<file path="config.mk">
export PLATFORM = sky130hd
export DESIGN_NAME = vip_frame_sequencer
export DESIGN_NICKNAME = d
export VERILOG_FILES = /design/src/rtl/vip_frame_sequencer.sv
export SDC_FILE = /design/constraint.sdc
export NUM_CORES = 1
export LEC_CHECK = 0
export CORE_ASPECT_RATIO = 1.2
export CORE_UTILIZATION = 35
export DETAILED_ROUTE_END_ITERATION = 16
export SYNTH_ARGS = -nofsm -noshare
export SYNTH_HDL_FRONTEND = slang
export SYNTH_SLANG_ARGS = --single-unit
export TNS_END_PERCENT = 100
</file>
<file path="constraint.sdc">
create_clock -name clk -period 8.92 [get_ports clk]
set_input_delay 2.676 -clock clk [delete_from_list [all_inputs] [get_ports clk]]
set_output_delay 2.676 -clock clk [all_outputs]
set_load 0.02 [all_outputs]
</file>
<file path="src/rtl/vip_frame_sequencer.sv">
// Frame sequencer for the VIP pixel pipeline: generates CMOS-style source timing
// and read addresses, then tracks the processed stream to produce result-buffer writes.
module vip_frame_sequencer #(
    parameter int IMG_HDISP = 640,
    parameter int IMG_VDISP = 480,
    parameter int H_SYNC    = 5,
    parameter int H_BACK    = 5,
    parameter int H_FRONT   = 5,
    parameter int V_SYNC    = 1,
    parameter int V_BACK    = 0,
    parameter int V_FRONT   = 1,
    parameter int HDR_BYTES = 54,
    parameter int BPP       = 3,
    parameter int CLKEN_DIV = 2
) (
    input  logic        clk,
    input  logic        rst,
    input  logic        start,
    input  logic        continuous,
    output logic        busy,
    output logic        pix_rd_en,
    output logic [31:0] pix_rd_addr,
    output logic        cmos_vsync,
    output logic        cmos_href,
    output logic        cmos_clken,
    input  logic        post_vsync,
    input  logic        post_href,
    input  logic        post_clken,
    output logic        wr_en,
    output logic [31:0] wr_addr,
    output logic        frame_done,
    output logic [15:0] frame_cnt,
    output logic        size_err,
    output logic        overflow
);

    localparam int H_TOTAL = H_SYNC + H_BACK + IMG_HDISP + H_FRONT;
    localparam int V_TOTAL = V_SYNC + V_BACK + IMG_VDISP + V_FRONT;

    localparam logic [15:0] H_LAST   = 16'(H_TOTAL - 1);
    localparam logic [15:0] V_LAST   = 16'(V_TOTAL - 1);
    localparam logic [15:0] H_START  = 16'(H_SYNC + H_BACK);
    localparam logic [15:0] H_END    = 16'(H_SYNC + H_BACK + IMG_HDISP);
    localparam logic [15:0] V_START  = 16'(V_SYNC + V_BACK);
    localparam logic [15:0] V_END    = 16'(V_SYNC + V_BACK + IMG_VDISP);
    localparam logic [15:0] V_SYNC_L = 16'(V_SYNC);
    localparam logic [3:0]  PH_LAST  = 4'(CLKEN_DIV - 1);
    localparam logic [31:0] NPIX     = 32'(IMG_HDISP * IMG_VDISP);
    localparam logic [31:0] HDR      = 32'(HDR_BYTES);
    localparam logic [31:0] BPP_L    = 32'(BPP);
    localparam logic [31:0] HDISP_L  = 32'(IMG_HDISP);

    typedef enum logic [1:0] {
        IDLE,
        RUN,
        DRAIN
    } state_t;

    state_t      state;
    state_t      state_nxt;

    logic [3:0]  phase;
    logic [15:0] hcnt;
    logic [15:0] vcnt;
    logic        run;
    logic        tick;
    logic        eof;
    logic        in_win;
    logic [31:0] x;
    logic [31:0] y;
    logic        href_r;
    logic        tick_r;

    logic        pix_ev;
    logic        vs_q;
    logic        closing;
    logic [31:0] pix_cnt;
    logic [31:0] cnt_eff;

    assign run    = (state == RUN);
    assign busy   = (state != IDLE);
    assign tick   = run && (phase == PH_LAST);
    assign eof    = tick && (hcnt == H_LAST) && (vcnt == V_LAST);
    assign in_win = run && (vcnt >= V_START) && (vcnt < V_END)
                        && (hcnt >= H_START) && (hcnt < H_END);
    assign x      = {16'd0, hcnt} - {16'd0, H_START};
    assign y      = {16'd0, vcnt} - {16'd0, V_START};

    // A pixel arriving in the same cycle as the closing vsync edge belongs to the closing frame.
    assign pix_ev  = busy && post_href && post_clken;
    assign wr_en   = pix_ev && (pix_cnt < NPIX);
    assign cnt_eff = pix_cnt + {31'd0, pix_ev};
    assign closing = busy && vs_q && !post_vsync && (cnt_eff != 32'd0);

    always_comb begin
        // NOTE: next state defaults to the current state so no path leaves it unassigned (no latch).
        state_nxt = state;
        case (state)
            IDLE:    if (start) state_nxt = RUN;
            RUN:     if (eof && !continuous) state_nxt = DRAIN;
            DRAIN:   if (closing) state_nxt = IDLE;
            default: state_nxt = IDLE;
        endcase
    end

    // NOTE: all registered state uses non-blocking assignments so every flop samples pre-edge values.
    always_ff @(posedge clk or posedge rst) begin
        if (rst) begin
            phase <= 4'd0;
            hcnt  <= 16'd0;
            vcnt  <= 16'd0;
        end else if (state == IDLE && start) begin
            phase <= 4'd0;
            hcnt  <= 16'd0;
            vcnt  <= 16'd0;
        end else if (run) begin
            if (tick) begin
                phase <= 4'd0;
                if (hcnt == H_LAST) begin
                    hcnt <= 16'd0;
                    vcnt <= (vcnt == V_LAST) ? 16'd0 : vcnt + 16'd1;
                end else begin
                    hcnt <= hcnt + 16'd1;
                end
            end else begin
                phase <= phase + 4'd1;
            end
        end else begin
            phase <= 4'd0;
        end
    end

    // href/clken trail the read request by one extra cycle to line up with memory read data.
    always_ff @(posedge clk or posedge rst) begin
        if (rst) begin
            pix_rd_en   <= 1'b0;
            pix_rd_addr <= 32'd0;
            cmos_vsync  <= 1'b0;
            href_r      <= 1'b0;
            tick_r      <= 1'b0;
            cmos_href   <= 1'b0;
            cmos_clken  <= 1'b0;
        end else begin
            pix_rd_en   <= in_win;
            pix_rd_addr <= in_win ? HDR + (y * HDISP_L + x) * BPP_L : 32'd0;
            cmos_vsync  <= run && (vcnt >= V_SYNC_L);
            href_r      <= in_win;
            tick_r      <= tick;
            cmos_href   <= href_r;
            cmos_clken  <= href_r && tick_r;
        end
    end

    always_ff @(posedge clk or posedge rst) begin
        if (rst) begin
            state      <= IDLE;
            vs_q       <= 1'b0;
            pix_cnt    <= 32'd0;
            wr_addr    <= HDR;
            frame_done <= 1'b0;
            frame_cnt  <= 16'd0;
            size_err   <= 1'b0;
            overflow   <= 1'b0;
        end else begin
            state      <= state_nxt;
            vs_q       <= post_vsync;
            frame_done <= closing;
            if (pix_ev && !wr_en) overflow <= 1'b1;
            if (closing) begin
                frame_cnt <= frame_cnt + 16'd1;
                if (cnt_eff != NPIX) size_err <= 1'b1;
                pix_cnt   <= 32'd0;
                wr_addr   <= HDR;
            end else begin
                if (pix_ev) pix_cnt <= cnt_eff;
                if (wr_en)  wr_addr <= wr_addr + BPP_L;
            end
        end
    end

endmodule

</file>
Word level (Yosys, flattened, before mapping)

Index checks and enable logic that the tools add are counted.

Logic and storage cells: 96
Flip-flop bits (word level): 159
Output and inout bits: 89
Bits of input ports: 7

Add/sub/neg operators: 10
$mul: 2
$lt $le $gt $ge: 5
Reduce and logical (&&, ||, !) cells: 32
Equal/unequal tests: 9
Mux-type cells: 21

Operator list:

| operator                                                                   | number |
|---|---|
| 32-bit 2-to-1 mux                                                          | 5 |
| 16-bit 2-to-1 mux                                                          | 9 |
| 16-bit by 1-bit adder with 16-bit output (second input constant)           | 3 |
| 32-bit by 1-bit adder with 32-bit output                                   | 1 |
| 32-bit by 2-bit adder with 32-bit output (second input constant)           | 1 |
| 32-bit adder                                                               | 1 |
| 6-bit by 32-bit adder with 32-bit output (first input constant)            | 1 |
| 32-bit by 19-bit < comparator with 1-bit output (second input constant)    | 1 |
| 32-bit by 2-bit multiplier with 32-bit output (second input constant)      | 1 |
| 32-bit by 3-bit multiplier with 25-bit output (second input constant)      | 1 |
| 32-bit by 19-bit inequality test with 1-bit output (second input constant) | 1 |
| 32-bit nonzero test                                                        | 1 |
| 1-bit logical AND                                                          | 17 |
| 16-bit by 1-bit subtractor with 17-bit output (second input constant)      | 1 |
| 16-bit by 4-bit subtractor with 17-bit output (second input constant)      | 1 |
| 16-bit by 10-bit equality test with 1-bit output (second input constant)   | 1 |
| 16-bit by 9-bit equality test with 1-bit output (second input constant)    | 1 |
| 16-bit by 1-bit >= comparator with 1-bit output (second input constant)    | 1 |
| 16-bit by 4-bit >= comparator with 1-bit output (second input constant)    | 1 |
| 16-bit by 10-bit < comparator with 1-bit output (second input constant)    | 1 |
| 16-bit by 9-bit < comparator with 1-bit output (second input constant)     | 1 |
| 4-bit 2-to-1 mux                                                           | 3 |
| 2-bit nonzero test                                                         | 6 |
| 2-bit 2-to-1 mux                                                           | 3 |
| 11 further kinds                                                           | 16 |

Longest topological paths before layout

Depth after elaboration: 8
Mapped depth: 36
Gate-level depth less buffers: 36

Worst setup path before layout

Ideal clock, no wire load.

Path kind: flip-flop to flip-flop
From: reg vcnt[2]
To: reg pix_rd_addr[31]
Cell stages (with the launch flop): 31
Required time: 8788 ps
Path buffers: 1
Setup time: 132 ps
Period minus slack after synthesis: 6763 ps
Arrival time: 6631 ps
Path slack: 2157 ps
Cell sequence: dfrtp_1 > clkbuf_1 > or3_1 > or4_1 > or3_1 > nor2_1 > nand2_1 > or3_1 > xnor2_1 > ha_1 > ha_1 > and3_1 > a21oi_1 > o21ai_0 > nor2_1 > ha_1 > and2_1 > and3_1 > a221oi_1 > o21bai_1 > a21oi_1 > xnor2_1 > ha_1 > ha_1 > a21oi_1 > o21a_1 > a31o_2 > o221ai_1 > o41ai_1 > xnor2_1 > nor2_1

Word-level cells in the longest chain between the ends: 6
Elaborated cells between the ends (all ways): 12
Those cells by class: 3 x add/sub; 2 x mul; 2 x order compare; 1 x mux; 4 x reduce/logical

Ends and longest elaborated chain:

| item                                                                                                                    | line    | RTL |
|---|---|---|
| start: declaration                                                                                                      | 64      | `logic [15:0] vcnt;` |
| start signal: assignment                                                                                                | 121     | `vcnt <= (vcnt == V_LAST) ? 16'd0 : vcnt + 16'd1;` |
| 16-bit by 1-bit subtractor with 17-bit output / 16-bit by 1-bit >= comparator with 1-bit output (equally long branches) | 87, 84  |  |
| 32-bit by 3-bit multiplier with 25-bit output / 1-bit logical AND (equally long branches)                               | 145, 84 |  |
| 32-bit adder / 1-bit logical AND (equally long branches)                                                                | 145, 84 |  |
| 32-bit by 2-bit multiplier with 32-bit output / 1-bit logical AND (equally long branches)                               | 145, 85 |  |
| 6-bit by 32-bit adder with 32-bit output / 1-bit logical AND (equally long branches)                                    | 145, 85 |  |
| 32-bit 2-to-1 mux *                                                                                                     | 145     | `pix_rd_addr <= in_win ? HDR + (y * HDISP_L + x) * BPP_L : 32'd0;` |
| end signal: assignment                                                                                                  | 145     |  |
| end: declaration                                                                                                        | 22      | `output logic [31:0] pix_rd_addr,` |

Mark *: on every way between the ends. The rest lies on a longest branch, timed or not.
A chain may end at the register's enable or synchronous reset.

Worst setup path in the final report

From: in post_clken
To: out wr_en

Word-level cells in the longest chain between the ends: 2

Ends and longest elaborated chain:

| item               | line | RTL |
|---|---|---|
| start: declaration | 28   | `input logic post_clken,` |
| 1-bit logical AND  | 90   | `assign pix_ev = busy && post_href && post_clken;` |
| 1-bit logical AND  | 91   | `assign wr_en = pix_ev && (pix_cnt < NPIX);` |
| end: declaration   | 29   | `output logic wr_en,` |

No other way between the ends.

==> results.cfg <==
[route]
drtIter0Drc = 420
wire_per_inst_um = 13.4
wl_mm = 25.1
routed_via_density = 5.04
vias = 9462
first_pass_iters = 5
detail-route-antenna-nets = 0
post-route-drc-count = 0

[die]
die_width_um = 169
pin_count = 96
die-area_um2 = 34300
core_area_um2 = 33100
start_util_pct = 35.5
rows = 73
die_h_um = 203

[setup_path]
r2r-start = vcnt[2]$_DFFE_PP0P_
rrSetupSlack_ns = 1.55
endpoint_kind = output pin
critPathMostFrequentCell = clkdlybuf4s50_1
cp-start-kind = input pin
reg2regPathDepth = 28
arrival_ns = 4.90
critPathKind = input pin to output pin
reg2reg_to = pix_rd_addr[31]$_DFF_PP0_
crit_slowest_cell = clkdlybuf4s50_1
path_cells = clkdlybuf4s50_1 -> nand3_1 -> clkinv_1 -> o211ai_1 -> inv_1 -> clkdlybuf4s50_1
worst-path-max-fanout = 12
crit_required_ns = 6.24
critPathMaxStageDelay_ns = 0.56

[finish]
final_cells = 1876
synthToLayoutAreaGrowth_pct = 17.0
seq_area_um2 = 3980
fillCellCount = 3332
final_cell_mix = nor2_1, dfrtp_1, ha_1
drive_gt1_share_pct = 4.07
nets = 1548
final_common_cell = nor2_1
n_antenna_cell = 0
multiInputGateArea_um2 = 7360

[yosys]
yosysSeqAreaShare_pct = 33.9
synth.distinct_cells = 66
synth_ff_type = dfrtp_1
ys_ff_latch = 159
synth.avg_cell_area_um2 = 8.76
synthCells = 1340
ys.warnings.count = 0
postSynth.asyncResetShare_pct = 100
syn_nets = 1475
synth_area_um2 = 11700
synth-edff-count = 0

[placement]
dp_slack_ns = 1.37
globalplace.congestion = 0.866
dp_hpwl_mm = 18.4
io_buffer_count = 95
numPlacedInstances = 1844

[worst_hold_path]
hold_depth = 0
min_to = cmos_href$_DFF_PP0_
hp-class = register to register
hold_start = href_r$_DFF_PP0_

[clocking]
insertion_delay_ns = 0.44
htreeDepth = 4
path_clk_slew_ns = 0.08
post_cts_buffers = 0
cts_buffer_depth = 2
clock_sinks = 159
postCtsHoldBufs = 0
cts_resized = 0
cts_root_buffer = clkbuf_16
cts_tree = yes
cts_made_buffers = 17

[sta]
rsz0062_at_grt = false
setup_tns_ns = 0
final.setup_skew_ns = 0.0140
post-route-min-period_ns = 7.57
worstMarginPinSlew_ns = 0.841
final.period_utilization_pct = 84.9
slew_violations = 0
hold_viol_final = 0
slew_headroom_pct = 43.9
setup_viol = 0
fmax_mhz = 132
finalWorstSetupSlack_ns = 1.35

[job]
cap_violations = 0

[grt]
grt-ovfl-total = 0
grt_pass1_wl_mm = 43.4
antenna_found_initial = 0
grt_max_degree = 95
grt_pass1_vias = 9382
grt_usage_pct = 15.2

[status]
outcome = finished, final reports clean
[worst max-delay path, delay by kind of cell]
| kind | cells | cell delay, ns |
|---|---|---|
| AO/OA/AOI/OAI | 1 | 0.36 |
| buffers and inverters | 4 | 1.45 |
| AND/OR/NAND/NOR | 1 | 0.41 |
[synth_stat cells, types with 29 or more instances]
library cell	instances	area, um2
nor3_1	42	210
a21oi_1	57	285
inv_1	56	210
dfrtp_1	155	3880
xnor2_1	116	1020
nand2_1	91	342
nand3_1	64	320
nand4_1	31	194
nor2_1	193	724
clkbuf_1	29	109
o21ai_0	57	285
xor2_1	81	709
ha_1	126	1580
[flip-flops by register name (all words and copies together), names as in the netlist, 2 cells and up]
signal and count:
wr_addr 32, state 2, vcnt 16, phase 4
pix_rd_addr 32, hcnt 16, pix_cnt 32, frame_cnt 16
[layer usage]
metal	GRT usage (%)	up-vias	routed length [um]
met5	0	-	0
met4	4.86	0	480
met3	2.42	35	738
met2	26.8	152	12400
met1	18.7	4465	11500
li1	-	4810	-
[area by class of cell]
class | instances | share of cell area, %
Multi-Input combinational cell | 1078 | 53.6
Sequential cell | 159 | 29.0
Timing Repair Buffer | 100 | 7.20
Tap cell | 450 | 4.10
Clock buffer | 17 | 3.10
Inverter | 57 | 1.59
Clock inverter | 15 | 1.37
[cells by family after synthesis]
logic type               share of synthesized area (%)
AO/OA/AOI/OAI                                     11.4
XOR/XNOR                                          15.1
adder cells (fa/ha/maj)                           13.8
buffers and inverters                             3.43
flip-flops                                        33.9
multiplexers                                    0.0959
AND/OR/NAND/NOR                                   22.2
[through the flow]
step                      hold WS, ns  utilization, %  area [um2]
after global routing            0.447            41.5       13700
after CTS                       0.417            41.5       13700
after global placement          0.393            39.7       13100
final                           0.413            41.5       13700
after floorplan                 0.428               -       11700
after detailed placement        0.398            39.7       13100
[worst max path at each step]
| stage | start | to | cells after the start |
|---|---|---|---|
| 3_5_place_dp | post_clken | wr_en | 6 |
| 3_3_place_gp | post_clken | wr_en | 6 |
| 6_report | post_clken | wr_en | 6 |
| 5_1_grt | vcnt[2]$_DFFE_PP0P_ | pix_rd_addr[31]$_DFF_PP0_ | 29 |
| 4_1_cts | post_clken | wr_en | 6 |
| 2_1_floorplan | rst | cmos_clken$_DFF_PP0_ | 1 |
Power is not shown: default switching activity piles up to over one toggle a cycle in this logic, so the estimate is an artifact.
